`src/rtl/reset_sequencer_pkg.sv`:
```
// rtl/reset_sequencer_pkg.sv - shared state encoding and widths for the reset sequencer
package reset_sequencer_pkg;

    // Width of the saturating watchdog trip counter exported to debug/OSD.
    localparam int TRIP_W = 8;

    // Sequencer states: all held, peripherals released, fully running.
    localparam logic [1:0] ST_HOLD   = 2'd0;
    localparam logic [1:0] ST_PERIPH = 2'd1;
    localparam logic [1:0] ST_RUN    = 2'd2;

endpackage

```
`src/rtl/reset_sequencer_sync2.sv`:
```
// rtl/reset_sequencer_sync2.sv - two-flop synchronizer for asynchronous cabinet inputs
module reset_sequencer_sync2 #(
    parameter logic RESET_VAL = 1'b1
) (
    input  logic clk,
    input  logic reset,
    input  logic d,
    output logic q
);

    logic meta;

    // Two back-to-back flops; both park at RESET_VAL so no false edge appears after reset.
    always_ff @(posedge clk or posedge reset) begin
        if (reset) begin
            meta <= RESET_VAL;
            q    <= RESET_VAL;
        end else begin
            meta <= d;
            q    <= meta;
        end
    end

endmodule

```
`src/rtl/reset_sequencer.sv`:
```
// rtl/reset_sequencer.sv - staged cabinet reset release driven by system reset and watchdog trips
module reset_sequencer
    import reset_sequencer_pkg::*;
#(
    parameter int HOLD_CYCLES    = 1024,
    parameter int STAGGER_CYCLES = 16,
    parameter int CNT_W          = 11
) (
    input  logic              clk,
    input  logic              reset,
    input  logic              ce,
    input  logic              wdresetn_in,
    output logic              cpu_reset_n,
    output logic              periph_reset_n,
    output logic              wd_clr_n,
    output logic              busy,
    output logic [TRIP_W-1:0] trip_count
);

    localparam logic [CNT_W-1:0]  HOLD_LOAD    = CNT_W'(HOLD_CYCLES - 1);
    localparam logic [CNT_W-1:0]  STAGGER_LOAD = CNT_W'(STAGGER_CYCLES - 1);
    localparam logic [TRIP_W-1:0] TRIP_MAX     = '1;

    logic             wd_sync;
    logic             wd_prev;
    logic             trip_det;
    logic             trip_pend;
    logic [1:0]       state;
    logic [1:0]       state_nxt;
    logic [CNT_W-1:0] cnt;
    logic [CNT_W-1:0] cnt_nxt;
    logic             trip_take;

    reset_sequencer_sync2 #(
        .RESET_VAL(1'b1)
    ) u_wd_sync (
        .clk  (clk),
        .reset(reset),
        .d    (wdresetn_in),
        .q    (wd_sync)
    );

    // Falling edge of the synchronized request; a stuck-low request trips only once.
    assign trip_det = wd_prev & ~wd_sync;

    // Remember the previous synchronized level for edge detection.
    always_ff @(posedge clk or posedge reset) begin
        if (reset) begin
            wd_prev <= 1'b1;
        end else begin
            wd_prev <= wd_sync;
        end
    end

    // Hold a trip seen in RUN while ce=0 so it is acted on at the next enabled cycle.
    always_ff @(posedge clk or posedge reset) begin
        if (reset) begin
            trip_pend <= 1'b0;
        end else if (state == ST_RUN && !ce && trip_det) begin
            trip_pend <= 1'b1;
        end else if (state != ST_RUN || ce) begin
            trip_pend <= 1'b0;
        end
    end

    // Next-state and shared down-counter; nothing moves unless ce is high.
    always_comb begin
        state_nxt = state;
        cnt_nxt   = cnt;
        trip_take = 1'b0;
        if (ce) begin
            case (state)
                ST_HOLD: begin
                    if (cnt == '0) begin
                        state_nxt = ST_PERIPH;
                        cnt_nxt   = STAGGER_LOAD;
                    end else begin
                        cnt_nxt = cnt - 1'b1;
                    end
                end
                ST_PERIPH: begin
                    if (cnt == '0) begin
                        state_nxt = ST_RUN;
                    end else begin
                        cnt_nxt = cnt - 1'b1;
                    end
                end
                ST_RUN: begin
                    if (trip_det || trip_pend) begin
                        state_nxt = ST_HOLD;
                        cnt_nxt   = HOLD_LOAD;
                        trip_take = 1'b1;
                    end
                end
                default: begin
                    state_nxt = ST_HOLD;
                    cnt_nxt   = HOLD_LOAD;
                end
            endcase
        end
    end

    // State, counter and saturating trip count registers.
    always_ff @(posedge clk or posedge reset) begin
        if (reset) begin
            state      <= ST_HOLD;
            cnt        <= HOLD_LOAD;
            trip_count <= '0;
        end else begin
            state <= state_nxt;
            cnt   <= cnt_nxt;
            if (trip_take && trip_count != TRIP_MAX) begin
                trip_count <= trip_count + TRIP_W'(1);
            end
        end
    end

    // Outputs registered from the next state so they change on the same edge as the state.
    always_ff @(posedge clk or posedge reset) begin
        if (reset) begin
            periph_reset_n <= 1'b0;
            cpu_reset_n    <= 1'b0;
            wd_clr_n       <= 1'b0;
            busy           <= 1'b1;
        end else begin
            periph_reset_n <= (state_nxt != ST_HOLD);
            cpu_reset_n    <= (state_nxt == ST_RUN);
            wd_clr_n       <= (state_nxt == ST_RUN);
            busy           <= (state_nxt != ST_RUN);
        end
    end

endmodule

```
`config.mk`:
```
export PLATFORM = sky130hd
export DESIGN_NAME = reset_sequencer
export DESIGN_NICKNAME = d
export VERILOG_FILES = /design/src/rtl/reset_sequencer_pkg.sv /design/src/rtl/reset_sequencer_sync2.sv /design/src/rtl/reset_sequencer.sv
export SDC_FILE = /design/constraint.sdc
export NUM_CORES = 1
export LEC_CHECK = 0
export BUFFER_PORTS_ARGS = -buffer_cell sky130_fd_sc_hd__buf_2
export CORE_ASPECT_RATIO = 1.4
export CORE_UTILIZATION = 27
export CTS_CLUSTER_DIAMETER = 150
export DETAILED_ROUTE_END_ITERATION = 10
export GPL_ROUTABILITY_DRIVEN = 0
export SLEW_MARGIN = 0
export SYNTH_ARGS = -nofsm -noshare
export SYNTH_HDL_FRONTEND = slang
export SYNTH_HIERARCHICAL = 1
export SYNTH_SLANG_ARGS = --single-unit
export TNS_END_PERCENT = 100
```
`constraint.sdc`:
```
create_clock -name clk -period 2.35 [get_ports clk]
set_clock_uncertainty 0.15 [all_clocks]
set_input_delay 0.3525 -clock clk [delete_from_list [all_inputs] [get_ports clk]]
set_output_delay 0.3525 -clock clk [all_outputs]
set_load 0.1 [all_outputs]
```
### Yosys cells after proc, flatten, opt, wreduce, memory -nomap -nowiden

Cells that the tools add are included.

| cells by class | value |
|---|---|
| bitwise operators | 2 |
| add/subtract/negate cells | 2 |
| equality and inequality tests | 8 |
| multiplexer cells | 14 |
| reduce and logical (&&, ||, !) cells | 11 |

Operators with widths:

| operator | number |
|---|---|
| $mux W11 | 3 |
| $pmux W11 S3 | 1 |
| $logic_not A11 Y1 | 1 |
| $sub A11 B1 Y11 const B | 1 |
| $add A8 B1 Y8 const B | 1 |
| $mux W2 | 4 |
| $ne A8 B8 Y1 const B | 1 |
| $ne A2 B2 Y1 const B | 3 |
| $pmux W2 S3 | 1 |
| $mux W1 | 5 |
| $eq A2 B2 Y1 const B | 2 |
| $reduce_bool A2 Y1 | 2 |
| $logic_and A1 B1 Y1 | 3 |
| $reduce_and A3 Y1 | 1 |
| $eq A2 B1 Y1 const B | 1 |
| $logic_not A2 Y1 | 1 |
| $logic_or A1 B1 Y1 | 2 |
| $ne A2 B1 Y1 const B | 1 |
| $and A1 B1 Y1 | 1 |
| $logic_not A1 Y1 | 1 |
| $not A1 Y1 | 1 |

| storage, ports and cells | value |
|---|---|
| input port bits | 4 |
| output and inout bits | 12 |
| bits in registers | 28 |
| word-level logic and storage cells | 47 |

### Longest topological paths before layout

| depth | value |
|---|---|
| word-level depth | 7 |
| gate-level depth with buffers | 7 |
| depth with buffers taken out | 6 |

### Cells and area by module

The synthesis kept the hierarchy.

Modules (own cells, without submodules):

| module | area each (µm²) | instances | sequential area each (µm²) | cells each |
|---|---|---|---|---|
| reset_sequencer | 1,496.4 | 1 | 665.6 | 141 |
| reset_sequencer_sync2 | 56.3 | 1 | 52.6 | 3 |

### Worst setup path before layout

OpenSTA, ideal clock, no wires.

| timing path | value |
|---|---|
| kind | register -> register |
| from | register trip_count[0] |
| to | register trip_count[1] |
| required time | 2.074 ns |
| data arrival time | 1.967 ns |
| setup slack | 0.108 ns |
| path buffers | 0 |
| stages on the path, launching flop included | 6 |
| cell sequence | dfrtp_1 ha_1 nand3_1 nor2_1 nor2_1 mux2_2 |

| on the way | value |
|---|---|
| word-level cells in the longest chain between the ends | 2 |
| elaborated cells between the ends (all ways) | 3 |
| those cells by class | add/sub (1); eq/ne (1); reduce/logical (1) |

RTL lines:

| element | RTL line | RTL |
|---|---|---|
| from (decl) | reset_sequencer.sv:17 | `output logic [TRIP_W-1:0] trip_count` |
| from (signal assigned) | reset_sequencer.sv:113 | `trip_count <= trip_count + TRIP_W'(1);` |
| parallel branches: the longest is 2 deep, another holds $add A8 B1 Y8 | n/a |  |

Parallel ways; which one is timed is not known.
A chain may end at the register's enable or synchronous reset.

### Worst setup path in the final report

| timing path | value |
|---|---|
| from | register cnt[0] |
| to | register cnt[10] |

| on the way | value |
|---|---|
| word-level cells in the longest chain between the ends | 3 |
| elaborated cells between the ends (all ways) | 7 |
| those cells by class | add/sub (1); eq/ne (1); mux (3); reduce/logical (2) |

RTL lines:

| element | RTL line | RTL |
|---|---|---|
| from (decl) | reset_sequencer.sv:30 | `logic [CNT_W-1:0] cnt;` |
| from (signal assigned) | reset_sequencer.sv:111 | `cnt <= cnt_nxt;` |
| $sub A11 B1 Y11 or $logic_not A11 Y1 (tied branches) | n/a |  |
| $mux W11, or another cell as far along | reset_sequencer.sv:82 | `if (cnt == '0) begin` |
| $pmux W11 S3 or $reduce_and A3 Y1 (tied branches) | n/a |  |

Parallel ways exist; a longest one is shown, timed or not. The select of a mux whose other input is x is not followed.

==> results.md <==
- Root buffer selected by CTS: clkbuf_8
- Fmax: 0.461 GHz
- Vias after detailed routing: 1189
- Data required time at the worst endpoint: 2.40 ns
- Floorplan Core Area: 5530 um^2
- Worst path slowest cell: dfstp_2
- Logic depth of the worst path, buffers included: 6
- Worst reg2reg startpoint: cnt[0]$_DFFE_PP1P_
- Global-route met3 utilization: 0.0112
- Crit Path Class: reg -> reg
- HP Start: u_wd_sync/meta$_DFF_PP1_
- Reg-to-reg setup timing slack: 0.18 ns
- Worst r2r dst: cnt[10]$_DFFE_PP0P_
- Gr ovfl total: 0
- Number of search-and-repair iterations in the first detailed-routing pass: 4
- Fraction of met1 tracks used by global routing: 0.148
- ANT cells: 0
- Worst min-delay path category: reg -> reg
- Cts bufs inserted: 3
- Syn-to-layout area delta: 17.2%
- Kind of capture point of the worst setup path: register
- Post-synthesis sequential area ratio: 0.463
- Number of resized instances in the post-cts repair step: 0
- Worst reg2reg path depth: 6
- Total of max-cap violations: 0
- Vias in the first global route: 1170
- All-Layer GR Usage: 0.112
- Most congested layer reported by global routing: met2
- Synth Instances: 144
- TritonCTS sink count: 28
- Final hold violation count: 0
- Clock latency reported for the late side of the worst-skew pair: 0.27 ns
- Synth Cell Area: 1550 um^2
- Leakage Power: 0.764 nW
- Die area: 6060 um^2
- Number of warnings issued by yosys: 6
- Synth Flop Type: dfstp_2
- Crit path launch type: register
- IR Drop Worst-Case VDD: 0.416 mV
- Die span in y: 91.7 um
- Final worst path period share: 0.923
- Pwr Density: 966 nW/um^2
- Number of remaining DRC errors: 0
- Share of final-layout standard cells stronger than drive strength 1: 0.313
- GRT met2 Usage: 0.186
- Average via count per standard cell: 5.08
- Clock tree from TritonCTS: built
- Filler Cells Inserted: 572
- Family with the most delay on the worst path: simple AND/OR/NAND/NOR gates
- Synthesis-stage register bit count: 28
- Post-CTS clock slew at the launch and capture registers of the worst setup and hold paths: 0.10 ns
- Transition time at the pin with the least slew margin: 0.484 ns
- Result of the run: completed
- Antenna-violating nets left: 0
- Final critical delay including setup and external delays: 2.17 ns
- # hold bufs at CTS: 1
- Number of synthesized flops with an enable pin: 0
- Share of synthesized registers carrying an async set or reset: 1.00
- Number of rows created at floorplan: 32
- Post-Route WL: 3000 um
- Post-route setup slack: 0.180 ns
- Number of max-slew violations in the final report: 0
- Routed WL per cell: 12.8 um
- Final setup violation count: 0
- RSZ-0062 raised after global routing: false
- Post-DP HPWL: 2230 um
- Global-route wire length before repair: 5420 um
- CP peak stage delay: 0.57 ns
- Setup TNS after final layout: 0 ns
- Count of cells along the worst hold path: 0
- Syn avg cell area: 10.8 um^2
- Count of buffers from port buffering: 15
- Largest fanout on the critical path: 7
- Initial antenna violation count: 0
- Syn nets: 151
- Number of I/O pins: 16
- Buf/Inv on CP: 1
- Worst rel slew slack: 0.675
- Maximum number of pins on one net before global-route repair: 27
- Setup repair bufs after CTS: 0
- Crit path DAT: 2.22 ns
- Buffer levels on the longest clock path: 2
- WHS Endpoint: u_wd_sync/q$_DFF_PP1_
- Initial core utilization: 0.281
- Number of distinct library cells after synthesis: 46
- Number of nets in the final layout: 174
- CP Cell Sequence: inv_1, ha_1, nor3b_2, and4_1, or4_1, a21boi_1
- Total number of H-tree levels: 1
- Die X-Extent: 66.1 um
- Detailed router's first-iteration violation count: 20
- Worst Setup Slack post-DPL: 0.207 ns
## worst max path at each step
stage / start / to / slack (ns)
6_report: cnt[0]$_DFFE_PP1P_ / cnt[10]$_DFFE_PP0P_ / 0.18
5_1_grt: cnt[0]$_DFFE_PP1P_ / cnt[10]$_DFFE_PP0P_ / 0.07
4_1_cts: cnt[0]$_DFFE_PP1P_ / cnt[10]$_DFFE_PP0P_ / 0.17
3_5_place_dp: cnt[0]$_DFFE_PP1P_ / cnt[10]$_DFFE_PP0P_ / 0.21
3_3_place_gp: cnt[0]$_DFFE_PP1P_ / cnt[10]$_DFFE_PP0P_ / 0.26
2_1_floorplan: trip_count[0]$_DFFE_PP0P_ / trip_count[1]$_DFFE_PP0P_ / 0.11
## cell usage after synthesis, types with 2 or more instances
library cell,instances,area [um^2]
dfrtp_1,14,350
dfstp_2,14,368
nor2_1,9,33.8
o21ai_0,8,40.0
inv_1,7,26.3
xor2_1,7,61.3
nand3_1,6,30.0
nand2_1,4,15.0
o311ai_0,4,35.0
o31ai_1,4,30.0
or3_1,4,25.0
or4_1,4,30.0
a21o_1,3,22.5
a31oi_1,3,18.8
ha_1,3,37.5
nand4_1,3,18.8
nor3_1,3,15.0
nor4_1,3,18.8
a211o_1,2,17.5
and3_1,2,12.5
buf_2,2,10.0
buf_4,2,15.0
clkbuf_1,2,7.51
mux2_2,2,22.5
nand3b_1,2,15.0
nor2b_1,2,12.5
nor3b_1,2,15.0
nor3b_2,2,25.0
nor4_4,2,42.5
o22a_1,2,17.5
or2_2,2,12.5
## routing by layer
| metal | share of wire | wire (um) |
|---|---|---|
| met1 | 0.48 | 1440 |
| met2 | 0.48 | 1450 |
| met3 | 0.015 | 46 |
| met4 | 0.023 | 69 |
| met5 | 0 | 0 |
## through the flow
step	hold WS (ns)	area, um^2	power (mW)	cells	util
after floorplan	0.114	1550	1.26	144	-
after global placement	0.195	1730	1.38	228	0.313
after detailed placement	0.197	1730	1.39	228	0.313
final	0.213	1820	1.76	234	0.329
after CTS	0.0105	1810	1.78	233	0.328
after global routing	0.219	1820	1.86	234	0.329
## power by group
part / internal (mW) / switching (mW)
combinational: 0.162 / 0.493
clock: 0.228 / 0.150
sequential: 0.611 / 0.115
total: 1.00 / 0.758
## cell type report
class | count | area (um^2) | area share
clock buffer | 3 | 41.3 | 0.0227
clock inverter | 1 | 30.0 | 0.0165
inverter | 7 | 26.3 | 0.0144
multi-input combinational | 102 | 764 | 0.420
sequential | 28 | 718 | 0.395
tap | 68 | 85.1 | 0.0467
timing repair buffer | 25 | 155 | 0.0852
## worst register-to-register path, cell delays in order (launching register included)
cell,delay [ns]
dfstp_2,0.57
inv_1,0.07
ha_1,0.20
nor3b_2,0.19
and4_1,0.29
or4_1,0.49
a21boi_1,0.14
## logic make-up after synthesis
kind of cell | Yosys count | share of synthesized area
compound gates | 36 | 0.185
xor+xnor | 7 | 0.0395
fa+ha+maj | 3 | 0.0242
buf+inv | 14 | 0.0451
flops | 28 | 0.463
mux | 2 | 0.0145
simple gates | 54 | 0.230
## layout by cell type (no fill, tap or decap), drive strengths merged, types with 4 or more instances in the layout
cell type	instances
o21ai	8
dfstp	14
nand3	7
nor2	9
nor4	5
buf	23
o311ai	4
xor2	7
o31ai	4
nor3b	4
nand2	4
or3	4
or4	4
inv	7
dfrtp	14
## registers in the layout, summed over array words and instances, names as in the netlist
| signal | flops |
|---|---|
| wd_prev | 1 |
| busy | 1 |
| trip_count | 8 |
| wd_clr_n | 1 |
| periph_reset_n | 1 |
| trip_pend | 1 |
| state | 2 |
| u_wd_sync/q | 1 |
| cnt | 11 |
| u_wd_sync/meta | 1 |
(Power assumes the default switching activity.)
